<file path="config.mk">
export PLATFORM = sky130hd
export DESIGN_NAME = demux1to2_32bit_buf
export DESIGN_NICKNAME = d
export VERILOG_FILES = /design/src/rtl/demux1to2_32bit_buf_pkg.sv /design/src/rtl/demux1to2_32bit_buf_stream_fifo.sv /design/src/rtl/demux1to2_32bit_buf.sv
export SDC_FILE = /design/constraint.sdc
export NUM_CORES = 1
export LEC_CHECK = 0
export BUFFER_PORTS_ARGS = -buffer_cell sky130_fd_sc_hd__buf_4
export CAP_MARGIN = 25
export CORE_ASPECT_RATIO = 1.75
export CORE_MARGIN = 5
export CORE_UTILIZATION = 55
export CTS_CLUSTER_DIAMETER = 50
export DETAILED_ROUTE_END_ITERATION = 16
export GPL_TIMING_DRIVEN = 0
export PLACE_DENSITY = 0.76
export SETUP_SLACK_MARGIN = 0.3
export SYNTH_ARGS = -nofsm -noshare
export SYNTH_HDL_FRONTEND = slang
export SYNTH_SLANG_ARGS = --single-unit
export TNS_END_PERCENT = 100
</file>
<file path="constraint.sdc">
create_clock -name clk -period 2.7 [get_ports clk]
set_input_delay 0.54 -clock clk [delete_from_list [all_inputs] [get_ports clk]]
set_output_delay 0.54 -clock clk [all_outputs]
set_load 0.01 [all_outputs]
</file>
<file path="src/rtl/demux1to2_32bit_buf_pkg.sv">
// Shared constants for the buffered 1-to-2 stream demultiplexer.
package demux_pkg;

    localparam int DEMUX_WIDTH = 32;
    localparam int DEMUX_DEPTH = 2;

    localparam logic SEL_OUT0 = 1'b0;
    localparam logic SEL_OUT1 = 1'b1;

    localparam int CNT_W = 16;

    // Transfer counters wrap naturally from all-ones back to zero.
    function automatic logic [CNT_W-1:0] cnt_inc(input logic [CNT_W-1:0] cnt);
        return cnt + 16'd1;
    endfunction

endpackage

</file>
<file path="src/rtl/demux1to2_32bit_buf_stream_fifo.sv">
// Registered-output synchronous FIFO: the head word, valid and full flags all come
// straight from flops, so a push is never visible at the output in the same cycle.
module stream_fifo
    import demux_pkg::*;
#(
    parameter int WIDTH = DEMUX_WIDTH,
    parameter int DEPTH = DEMUX_DEPTH
) (
    input  logic             clk,
    input  logic             rst_n,
    input  logic             push_i,
    input  logic [WIDTH-1:0] push_data_i,
    input  logic             pop_i,
    output logic             full_o,
    output logic             valid_o,
    output logic [WIDTH-1:0] head_o
);

    localparam int PTR_W = $clog2(DEPTH);
    localparam int OCC_W = PTR_W + 1;
    localparam logic [PTR_W-1:0] PTR_ONE  = PTR_W'(1);
    localparam logic [OCC_W-1:0] OCC_ONE  = OCC_W'(1);
    localparam logic [OCC_W-1:0] OCC_FULL = OCC_W'(DEPTH);

    logic [WIDTH-1:0] mem_q [DEPTH];
    logic [WIDTH-1:0] mem_d [DEPTH];
    logic [PTR_W-1:0] wr_ptr_q, wr_ptr_d;
    logic [PTR_W-1:0] rd_ptr_q, rd_ptr_d;
    logic [OCC_W-1:0] occ_q, occ_d;
    logic             full_q, full_d;
    logic             valid_q, valid_d;
    logic [WIDTH-1:0] head_q, head_d;
    logic             push_ok_s;
    logic             pop_ok_s;

    // A full FIFO refuses pushes even when it is popped in the same cycle.
    assign push_ok_s = push_i & ~full_q;
    assign pop_ok_s  = pop_i & valid_q;

    // Next-state computation for storage, pointers, occupancy and output registers.
    always_comb begin
        mem_d    = mem_q;
        wr_ptr_d = wr_ptr_q;
        rd_ptr_d = rd_ptr_q;
        occ_d    = occ_q;
        if (push_ok_s) begin
            mem_d[wr_ptr_q] = push_data_i;
            wr_ptr_d        = wr_ptr_q + PTR_ONE;
        end else begin
            wr_ptr_d = wr_ptr_q;
        end
        if (pop_ok_s) begin
            rd_ptr_d = rd_ptr_q + PTR_ONE;
        end else begin
            rd_ptr_d = rd_ptr_q;
        end
        case ({push_ok_s, pop_ok_s})
            2'b10:   occ_d = occ_q + OCC_ONE;
            2'b01:   occ_d = occ_q - OCC_ONE;
            default: occ_d = occ_q;
        endcase
        full_d  = (occ_d == OCC_FULL);
        valid_d = (occ_d != {OCC_W{1'b0}});
        // When empty this still tracks the slot under the read pointer.
        head_d  = mem_d[rd_ptr_d];
    end

    // State and output registers with asynchronous clear.
    always_ff @(posedge clk or negedge rst_n) begin
        if (!rst_n) begin
            mem_q    <= '{default: '0};
            wr_ptr_q <= '0;
            rd_ptr_q <= '0;
            occ_q    <= '0;
            full_q   <= 1'b0;
            valid_q  <= 1'b0;
            head_q   <= '0;
        end else begin
            mem_q    <= mem_d;
            wr_ptr_q <= wr_ptr_d;
            rd_ptr_q <= rd_ptr_d;
            occ_q    <= occ_d;
            full_q   <= full_d;
            valid_q  <= valid_d;
            head_q   <= head_d;
        end
    end

    assign full_o  = full_q;
    assign valid_o = valid_q;
    assign head_o  = head_q;

endmodule

</file>
<file path="src/rtl/demux1to2_32bit_buf.sv">
// Buffered 1-to-2 stream demultiplexer: routes each input word by in_sel into one of
// two independent output FIFOs. Define DEMUX_STATS_EN to add per-port transfer counters.
module demux1to2_32bit_buf
    import demux_pkg::*;
#(
    parameter int WIDTH = DEMUX_WIDTH,
    parameter int DEPTH = DEMUX_DEPTH
) (
    input  logic             clk,
    input  logic             rst_n,
    input  logic             in_valid,
    output logic             in_ready,
    input  logic             in_sel,
    input  logic [WIDTH-1:0] in_data,
    output logic             out0_valid,
    input  logic             out0_ready,
    output logic [WIDTH-1:0] out0_data,
    output logic             out1_valid,
    input  logic             out1_ready,
    output logic [WIDTH-1:0] out1_data
`ifdef DEMUX_STATS_EN
    ,
    output logic [CNT_W-1:0] out0_cnt,
    output logic [CNT_W-1:0] out1_cnt
`endif
);

    logic full0_s, full1_s;
    logic push0_s, push1_s;
    logic pop0_s, pop1_s;

    // Ready looks only at the registered full flag of the addressed FIFO.
    assign in_ready = (in_sel == SEL_OUT1) ? ~full1_s : ~full0_s;

    assign push0_s = in_valid & in_ready & (in_sel == SEL_OUT0);
    assign push1_s = in_valid & in_ready & (in_sel == SEL_OUT1);
    assign pop0_s  = out0_valid & out0_ready;
    assign pop1_s  = out1_valid & out1_ready;

    stream_fifo #(.WIDTH(WIDTH), .DEPTH(DEPTH)) u_fifo0 (
        .clk         (clk),
        .rst_n       (rst_n),
        .push_i      (push0_s),
        .push_data_i (in_data),
        .pop_i       (pop0_s),
        .full_o      (full0_s),
        .valid_o     (out0_valid),
        .head_o      (out0_data)
    );

    stream_fifo #(.WIDTH(WIDTH), .DEPTH(DEPTH)) u_fifo1 (
        .clk         (clk),
        .rst_n       (rst_n),
        .push_i      (push1_s),
        .push_data_i (in_data),
        .pop_i       (pop1_s),
        .full_o      (full1_s),
        .valid_o     (out1_valid),
        .head_o      (out1_data)
    );

`ifdef DEMUX_STATS_EN
    logic [CNT_W-1:0] cnt0_q, cnt0_d;
    logic [CNT_W-1:0] cnt1_q, cnt1_d;

    // Count completed output transfers on each port.
    always_comb begin
        if (pop0_s) begin
            cnt0_d = cnt_inc(cnt0_q);
        end else begin
            cnt0_d = cnt0_q;
        end
        if (pop1_s) begin
            cnt1_d = cnt_inc(cnt1_q);
        end else begin
            cnt1_d = cnt1_q;
        end
    end

    // Counter registers.
    always_ff @(posedge clk or negedge rst_n) begin
        if (!rst_n) begin
            cnt0_q <= '0;
            cnt1_q <= '0;
        end else begin
            cnt0_q <= cnt0_d;
            cnt1_q <= cnt1_d;
        end
    end

    assign out0_cnt = cnt0_q;
    assign out1_cnt = cnt1_q;
`else
    // Without statistics the design carries no counter state.
`endif

endmodule

</file>
==> flow_metrics.env, run 1 <==
export IMPL_setup_worst_path_class="flop to flop"
export IMPL_die_w_um=106.6
export IMPL_io_pins=105
export IMPL_rsz0062_at_grt="false"
export IMPL_start_kind="flop"
export IMPL_seq_area_frac_synth_pct=56.90
export IMPL_clock_sinks=204
export IMPL_irDropWorstVdd_uv=972.5
export IMPL_finalWirelength_um=22750
export IMPL_grt_max_degree=127
export IMPL_overflow=0
export IMPL_finClkSkew_ns=0.007651
export IMPL_clkPwrFrac_pct=18.3
export IMPL_num_rows=61
export IMPL_postRouteAntennaNets=0
export IMPL_drive_gt1_share_pct=39.35
export IMPL_fin_hold_ws_ns=0.03285
export IMPL_p_leak_nw=4.515
export IMPL_placed_cells=983
export IMPL_syn_area_um2=8972
export IMPL_diodes=0
export IMPL_final_cells=1015
export IMPL_swShare_pct=35.68
export IMPL_syn_inst=689
export IMPL_cap_violations=0
export IMPL_antenna_found_initial=0
export IMPL_fmax_mhz=437.8
export IMPL_async_reset_ff_share_pct=100.0
export IMPL_cts_root_buf="clkbuf_16"
export IMPL_synth_cell_type_count=33
export IMPL_clk_pin_slew_ns=0.06
export IMPL_seqPwrFrac_pct=38.2
export IMPL_core_um2=15950
export IMPL_cts_hold_fix_buffers=0
export IMPL_first_iter_violations=529
export IMPL_nets=855
export IMPL_ys_ff_latch=204
export IMPL_power_density_nw_per_um2=1343
export IMPL_port_buffers=104
export IMPL_die_y_um=179.0
export IMPL_drv_slew=0
export IMPL_drc=0
export IMPL_clk_latency_ns=0.48
export IMPL_comb_power_share_pct=43.5
export IMPL_timing_max_slew_rel_slack_pct=54.62
export IMPL_place_gp_congestion=0.8678
export IMPL_area_growth_pct=18.46
export IMPL_wl_per_cell_um=22.41
export IMPL_ys_warn_count=0
export IMPL_cp_max_fo=10
export IMPL_slowest_stage="a221oi_1"
export IMPL_vias_per_cell=6.595
export IMPL_cpPeakStageDelay_ns=0.51
export IMPL_end_kind="flop"
export IMPL_setup_viol=0
export IMPL_synth_edf_count=0
export IMPL_dr_pass1_iters=5
export IMPL_crit_chain="and3b_1 -> clkbuf_1 -> o21ai_2 -> buf_2 -> o22ai_1 -> a221oi_1"
export IMPL_critPathRequiredTime_ns=3.02
export IMPL_n_fill_cell=1200
export IMPL_dp_hpwl_um=15600
export IMPL_avgSynthCellArea_um2=13.02
export IMPL_intPower_w=0.009183
export IMPL_hold_viol=0
export IMPL_crit_arrival_ns=2.60
export IMPL_status="completed"
export IMPL_cts_buffer_depth=3
export IMPL_grt_pass1_wl_um=36320
export IMPL_die_area_um2=19070
export IMPL_fin_util_pct=66.63
export IMPL_groute_usage_overall_pct=23.88
export IMPL_grt_pass1_vias=7136
export IMPL_worstRegToRegCells=6
export IMPL_htreeDepth=1
export IMPL_hp_class="primary input to async pin"
export IMPL_routed_via_count=6694
export IMPL_period_share_pct=84.60
export IMPL_switchingPower_w=0.005094
export IMPL_tightest_slew_ns=0.6807
export IMPL_initial_core_util_pct=56.25
export IMPL_numCtsBuffers=19
export IMPL_synthFlopType="dfrtp_1"
export IMPL_dp_slack_ns=0.1114
export IMPL_min_period_ns=2.284
export IMPL_syn_num_nets=729
export IMPL_fin_ws_ns=0.4157
export IMPL_cts_tree="yes"
[logic make-up (layout without fill, tap and decap cells)]
logic type,count (synthesis),after routing,share of synthesized area (%)
flops,204,204,56.90
fa+ha+maj,2,2,0.2789
mux,129,129,16.18
xor+xnor,10,10,1.130
buf+inv,68,205,3.180
compound gates,194,194,15.80
simple gates,82,82,6.540
[cells in the final DEF (no fill, tap or decap), drive strengths merged, types with 6 or more instances in the layout]
cell,count
o21bai,32
o221a,32
clkbuf,60
nand3b,32
buf,136
mux2,128
a21oi,32
nor2,6
a221oi,32
o22ai,32
xnor2,8
o21ai,33
or4,32
dfrtp,204
[sequential cells by signal (all words and copies together), names as in the netlist]
signal,count
u_fifo1.occ_q,2
u_fifo0.rd_ptr_q,1
u_fifo1.valid_o,1
u_fifo1.wr_ptr_q,1
u_fifo0.wr_ptr_q,1
u_fifo0.occ_q,2
u_fifo1.head_o,32
u_fifo0.full_o,1
u_fifo0.mem_q,64
u_fifo1.full_o,1
u_fifo1.rd_ptr_q,1
u_fifo1.mem_q,64
u_fifo0.head_o,32
u_fifo0.valid_o,1
[timing repair]
action	in CTS	in global routing
gates resized for setup	0	3
endpoints found under the setup margin	0	4
setup buffers	0	0
[worst max-delay path: cells and delay by family (launching register included)]
| kind | cells | cell delay [ns] |
|---|---|---|
| AOI/OAI and AO/OA | 3 | 0.94 |
| buffers and inverters | 2 | 0.55 |
| DFF | 1 | 0.41 |
| and+or+nand+nor | 1 | 0.22 |
[cell type report]
type                       instances  area [um^2]  area share [%]
multi-input combinational        417         3588           33.76
buffer                            64        272.8           2.566
clock buffer                      27        545.5           5.132
inverter                           4        15.01          0.1413
tap                              189        236.5           2.225
timing repair buffer             105        815.8           7.675
clock inverter                     5        50.05          0.4709
sequential                       204         5105           48.03
[cell usage after synthesis, types with 2 or more instances]
cell	count	share of area, %
dfrtp_1	204	57
mux2_2	127	16
a21oi_1	32	1.8
a221oi_1	32	3.1
nand3b_1	32	2.7
o21ai_0	32	1.8
o21bai_1	32	2.7
o221a_2	32	4.0
o22ai_1	32	2.2
or4_1	32	2.7
clkbuf_1	31	1.3
buf_2	24	1.3
buf_1	9	0.38
xnor2_1	8	0.78
nor2_1	4	0.17
nand2_1	3	0.13
and3b_1	2	0.20
ha_1	2	0.28
inv_1	2	0.084
inv_2	2	0.084
nand2b_1	2	0.14
nor2_2	2	0.14
[path summary, 6_finish.rpt]
path,endpoint,slack [ns],start
min,u_fifo1.head_o[4]$_DFF_PN0_,0.03,rst_n
max in group asynchronous,u_fifo0.head_o[25]$_DFF_PN0_,1.68,rst_n
max,u_fifo0.head_o[1]$_DFF_PN0_,0.42,u_fifo0.valid_o$_DFF_PN0_
min in group clk,u_fifo1.mem_q[45]$_DFF_PN0_,0.34,in_data[13]
max reg2reg,u_fifo0.head_o[1]$_DFF_PN0_,0.42,u_fifo0.valid_o$_DFF_PN0_
min reg2reg,u_fifo0.mem_q[25]$_DFF_PN0_,0.50,u_fifo0.mem_q[25]$_DFF_PN0_
[power groups by stage]
| stage | clock network, W | logic, W | registers [W] |
|---|---|---|---|
| 3_5_place_dp | 0 | 0.00614 | 0.00547 |
| 5_1_grt | 0.00279 | 0.00669 | 0.00559 |
| 4_1_cts | 0.00265 | 0.00619 | 0.00543 |
| 3_3_place_gp | 0 | 0.00591 | 0.00535 |
| 6_report | 0.00261 | 0.00622 | 0.00545 |
| 2_1_floorplan | 0 | 0.00379 | 0.00552 |
[stage by stage]
stage | setup TNS [ns] | power, W | area, um^2
floorplan | 0 | 0.009312 | 8972
global placement | -26.07 | 0.01126 | 9990
global route | 0 | 0.01507 | 10630
finish | 0 | 0.01428 | 10630
detailed placement | 0 | 0.01161 | 10020
CTS | 0 | 0.01428 | 10620
[layer usage]
metal | wire (um) | track usage, % | vias to the layer above
li1 | - | - | 2879
met1 | 8220 | 26.82 | 3379
met2 | 11990 | 43.10 | 344
met3 | 1332 | 3.640 | 92
met4 | 1206 | 13.28 | 0
met5 | 0 | 0 | -
(Power assumes the default switching activity.)
==> inputs of run 2 (changes only) <==
--- a/config.mk
+++ b/config.mk
@@ -5,6 +5,7 @@
 export SDC_FILE = /design/constraint.sdc
 export NUM_CORES = 1
 export LEC_CHECK = 0
+export ABC_AREA = 1
 export BUFFER_PORTS_ARGS = -buffer_cell sky130_fd_sc_hd__buf_4
 export CAP_MARGIN = 25
 export CORE_ASPECT_RATIO = 1.75
==> constraint.sdc (replaced) <==
create_clock -name clk -period 2.29 [get_ports clk]
set_input_delay 0.458 -clock clk [delete_from_list [all_inputs] [get_ports clk]]
set_output_delay 0.458 -clock clk [all_outputs]
set_load 0.01 [all_outputs]
==> run 2 against run 1 <==
Compared with the run above: the run now ends with negative hold slack left; largest power group unchanged; largest cell class unchanged; critical endpoint is now u_fifo1.full_o$_DFF_PN0_; cell count grew 53%; critical path type unchanged; worst setup slack better by 0.044 ns; global-route usage rose by 0.53 points; cell area is 4.3% higher.
==> flow_metrics.env, run 2 <==
export IMPL_hp_class="primary input to async pin"
export IMPL_groute_usage_overall_pct=24.41
export IMPL_diodes=0
export IMPL_synth_most_common_cell="nand2_1"
export IMPL_numCtsBuffers=19
export IMPL_drv_slew=0
export IMPL_ys_warn_count=0
export IMPL_clock_sinks=204
export IMPL_synth_area_leaders="dfrtp_1 55%, nand2_1 24%, inv_1 4.5%"
export IMPL_cts_root_buf="clkbuf_16"
export IMPL_crit_start="u_fifo1.full_o$_DFF_PN0_"
export IMPL_grt_max_degree=104
export IMPL_setup_viol=0
export IMPL_cap_violations=0
export IMPL_antenna_found_initial=0
export IMPL_place_gp_congestion=0.8513
export IMPL_syn_area_um2=9333
export IMPL_ys_ff_latch=204
export IMPL_tns_ns=0
export IMPL_post_cts_buffers=0
export IMPL_initial_core_util_pct=55.59
export IMPL_fmax_mhz=546.4
export IMPL_finalWirelength_um=23460
export IMPL_avgSynthCellArea_um2=7.843
export IMPL_wl_per_cell_um=15.09
export IMPL_finClkSkew_ns=0.008461
export IMPL_port_buffers=104
export IMPL_clk_latency_ns=0.49
export IMPL_synthTopCellsByCount="596 x nand2_1, 204 x dfrtp_1, 111 x inv_1"
export IMPL_postRouteAntennaNets=0
export IMPL_area_growth_pct=18.84
export IMPL_min_period_ns=1.830
export IMPL_core_um2=16790
export IMPL_dp_slack_ns=0.1033
export IMPL_n_fill_cell=1436
export IMPL_setup_worst_path_class="flop to flop"
export IMPL_routed_via_count=7963
export IMPL_r2r_end="u_fifo1.full_o$_DFF_PN0_"
export IMPL_synth_area_leader_cell="dfrtp_1"
export IMPL_crit_chain="inv_1 -> nand3_2 -> buf_4 -> buf_2 -> ha_1 -> inv_1 -> nand4_1 -> a21oi_2"
export IMPL_grt_pass1_vias=7921
export IMPL_critPathTopFamily="buffers and inverters"
export IMPL_syn_num_nets=1230
export IMPL_fin_util_pct=66.06
export IMPL_final_common_cell="nand2_1"
export IMPL_hold_viol=2
export IMPL_fin_ws_ns=0.4599
export IMPL_cp_depth=8
export IMPL_io_pins=105
export IMPL_syn_inst=1190
export IMPL_crit_arrival_ns=2.24
export IMPL_critPathRequiredTime_ns=2.70
export IMPL_p_total_w=0.01596
export IMPL_synth_edf_count=0
export IMPL_rrSetupSlack_ns=0.46
export IMPL_period_share_pct=79.92
export IMPL_synth_top_cell_area_share_pct=54.70
export IMPL_irDropWorstVdd_uv=805.8
export IMPL_fin_hold_ws_ns=-0.005680
export IMPL_cts_tree="yes"
export IMPL_async_reset_ff_share_pct=100.0
export IMPL_seq_area_frac_synth_pct=54.70
export IMPL_dp_hpwl_um=16220
export IMPL_synth_cell_type_count=19
export IMPL_critPathMostFrequentCell="inv_1"
export IMPL_die_y_um=182.3
export IMPL_overflow=0
export IMPL_clk_pin_slew_ns=0.06
export IMPL_start_kind="flop"
export IMPL_end_kind="flop"
export IMPL_p_leak_nw=6.240
export IMPL_drive_gt1_share_pct=14.01
export IMPL_violations="negative hold slack"
export IMPL_die_area_um2=19780
export IMPL_vias_per_cell=5.121
export IMPL_num_rows=63
export IMPL_cts_hold_fix_buffers=0
export IMPL_slowest_stage="dfrtp_1"
export IMPL_first_iter_violations=550
export IMPL_nets=1356
export IMPL_crit_end="u_fifo1.full_o$_DFF_PN0_"
export IMPL_htreeDepth=1
export IMPL_status="complete, but fails checks"
export IMPL_timing_max_slew_rel_slack_pct=48.23
export IMPL_cp_max_fo=10
export IMPL_power_density_nw_per_um2=1439
export IMPL_worstRegToRegCells=8
export IMPL_rsz0062_at_grt="false"
export IMPL_die_w_um=108.5
export IMPL_multi_input_area_um2=3510
export IMPL_drc=0
export IMPL_seq_area_um2=5105
export IMPL_top_regs="u_fifo0.mem_q x64, u_fifo1.mem_q x64"
export IMPL_grt_pass1_wl_um=38780
export IMPL_r2r_start="u_fifo1.full_o$_DFF_PN0_"
export IMPL_critical_path_buf_inv_count=4
export IMPL_synthFlopType="dfrtp_1"
export IMPL_dr_pass1_iters=5
export IMPL_cts_buffer_depth=3
export IMPL_final_cell_mix="596 x nand2_1, 204 x dfrtp_1, 111 x inv_1, 105 x buf_4, 68 x nand3_1"
export IMPL_cpPeakStageDelay_ns=0.36
export IMPL_tightest_slew_ns=0.7766
-- run 2: changes by cell type after synthesis, moves of 31 or more --
| cell | previous run | this run |
|---|---|---|
| a221oi_1 | 32 | 0 |
| and2_1 | 1 | 64 |
| inv_1 | 2 | 111 |
| mux2_2 | 127 | 0 |
| nand2_1 | 3 | 596 |
| nand3_1 | 0 | 69 |
| nand4_1 | 0 | 66 |
| o21ai_0 | 32 | 1 |
| o21bai_1 | 32 | 0 |
| o221a_2 | 32 | 0 |
| o22ai_1 | 32 | 0 |
| or4_1 | 32 | 0 |
-- run 2: cell families (layout without fill, tap and decap cells) --
kind of cell	Yosys count	in the layout	synth area share, %
adder cells (fa/ha/maj)	2	2	0.2681
AND/OR/NAND/NOR	799	799	36.71
AO/OA/AOI/OAI	3	3	0.1608
XOR/XNOR	4	4	0.3755
buffers and inverters	178	316	7.789
flip-flops	204	204	54.70
-- run 2: how the worst min path moves through the flow --
| stage | from | to | slack [ns] | depth (start not counted) |
|---|---|---|---|---|
| 5_1_grt | rst_n | u_fifo0.mem_q[3]$_DFF_PN0_ | 0.07 | 1 |
| 2_1_floorplan | rst_n | u_fifo0.full_o$_DFF_PN0_ | 0.16 | 0 |
| 4_1_cts | rst_n | u_fifo0.mem_q[3]$_DFF_PN0_ | 0.03 | 1 |
| 3_5_place_dp | u_fifo1.mem_q[58]$_DFF_PN0_ | u_fifo1.mem_q[58]$_DFF_PN0_ | 0.48 | 2 |
| 3_3_place_gp | u_fifo1.mem_q[55]$_DFF_PN0_ | u_fifo1.mem_q[55]$_DFF_PN0_ | 0.48 | 2 |
| 6_report | rst_n | u_fifo0.mem_q[3]$_DFF_PN0_ | -0.006 | 1 |
-- run 2: power breakdown --
part | total (W) | internal [W] | switching (W) | leakage, nW
Sequential | 0.00590 | 0.00530 | 0.000607 | 2.44
Clock | 0.00327 | 0.00192 | 0.00135 | 0.317
Combinational | 0.00679 | 0.00251 | 0.00428 | 3.49
Total | 0.0160 | 0.00972 | 0.00624 | 6.24
-- run 2: cell type report --
class | instances | area share, %
Multi-Input combinational cell | 808 | 31.64
Sequential cell | 204 | 46.03
Inverter | 112 | 3.791
Timing Repair Buffer | 105 | 7.356
Clock buffer | 26 | 4.975
Tap cell | 227 | 2.561
Clock inverter | 7 | 0.8236
Buffer | 66 | 2.820
-- run 2: routing by layer --
metal | GRT usage [%] | wire length [um] | vias up
met4 | 9.707 | 918 | 0
met5 | 0 | 0 | -
met3 | 3.186 | 1197 | 70
li1 | - | - | 3890
met1 | 30.99 | 9234 | 3771
met2 | 41.89 | 12110 | 232
-- run 2: timing repair --
action / 4_1_cts / 5_1_grt
setup endpoints to repair: 1 / 2
pin swaps: 0 / 1
cloned: 0 / 0
resized for setup: 1 / 6
-- run 2: metrics by stage --
| stage | area (um^2) | instances | hold slack (ns) |
|---|---|---|---|
| 6_report | 11090 | 1555 | -0.005680 |
| 5_1_grt | 11090 | 1555 | 0.06658 |
| 4_1_cts | 11080 | 1555 | 0.03056 |
| 3_5_place_dp | 10430 | 1522 | 0.4843 |
| 3_3_place_gp | 10400 | 1521 | 0.4800 |
| 2_1_floorplan | 9333 | 1190 | 0.1624 |
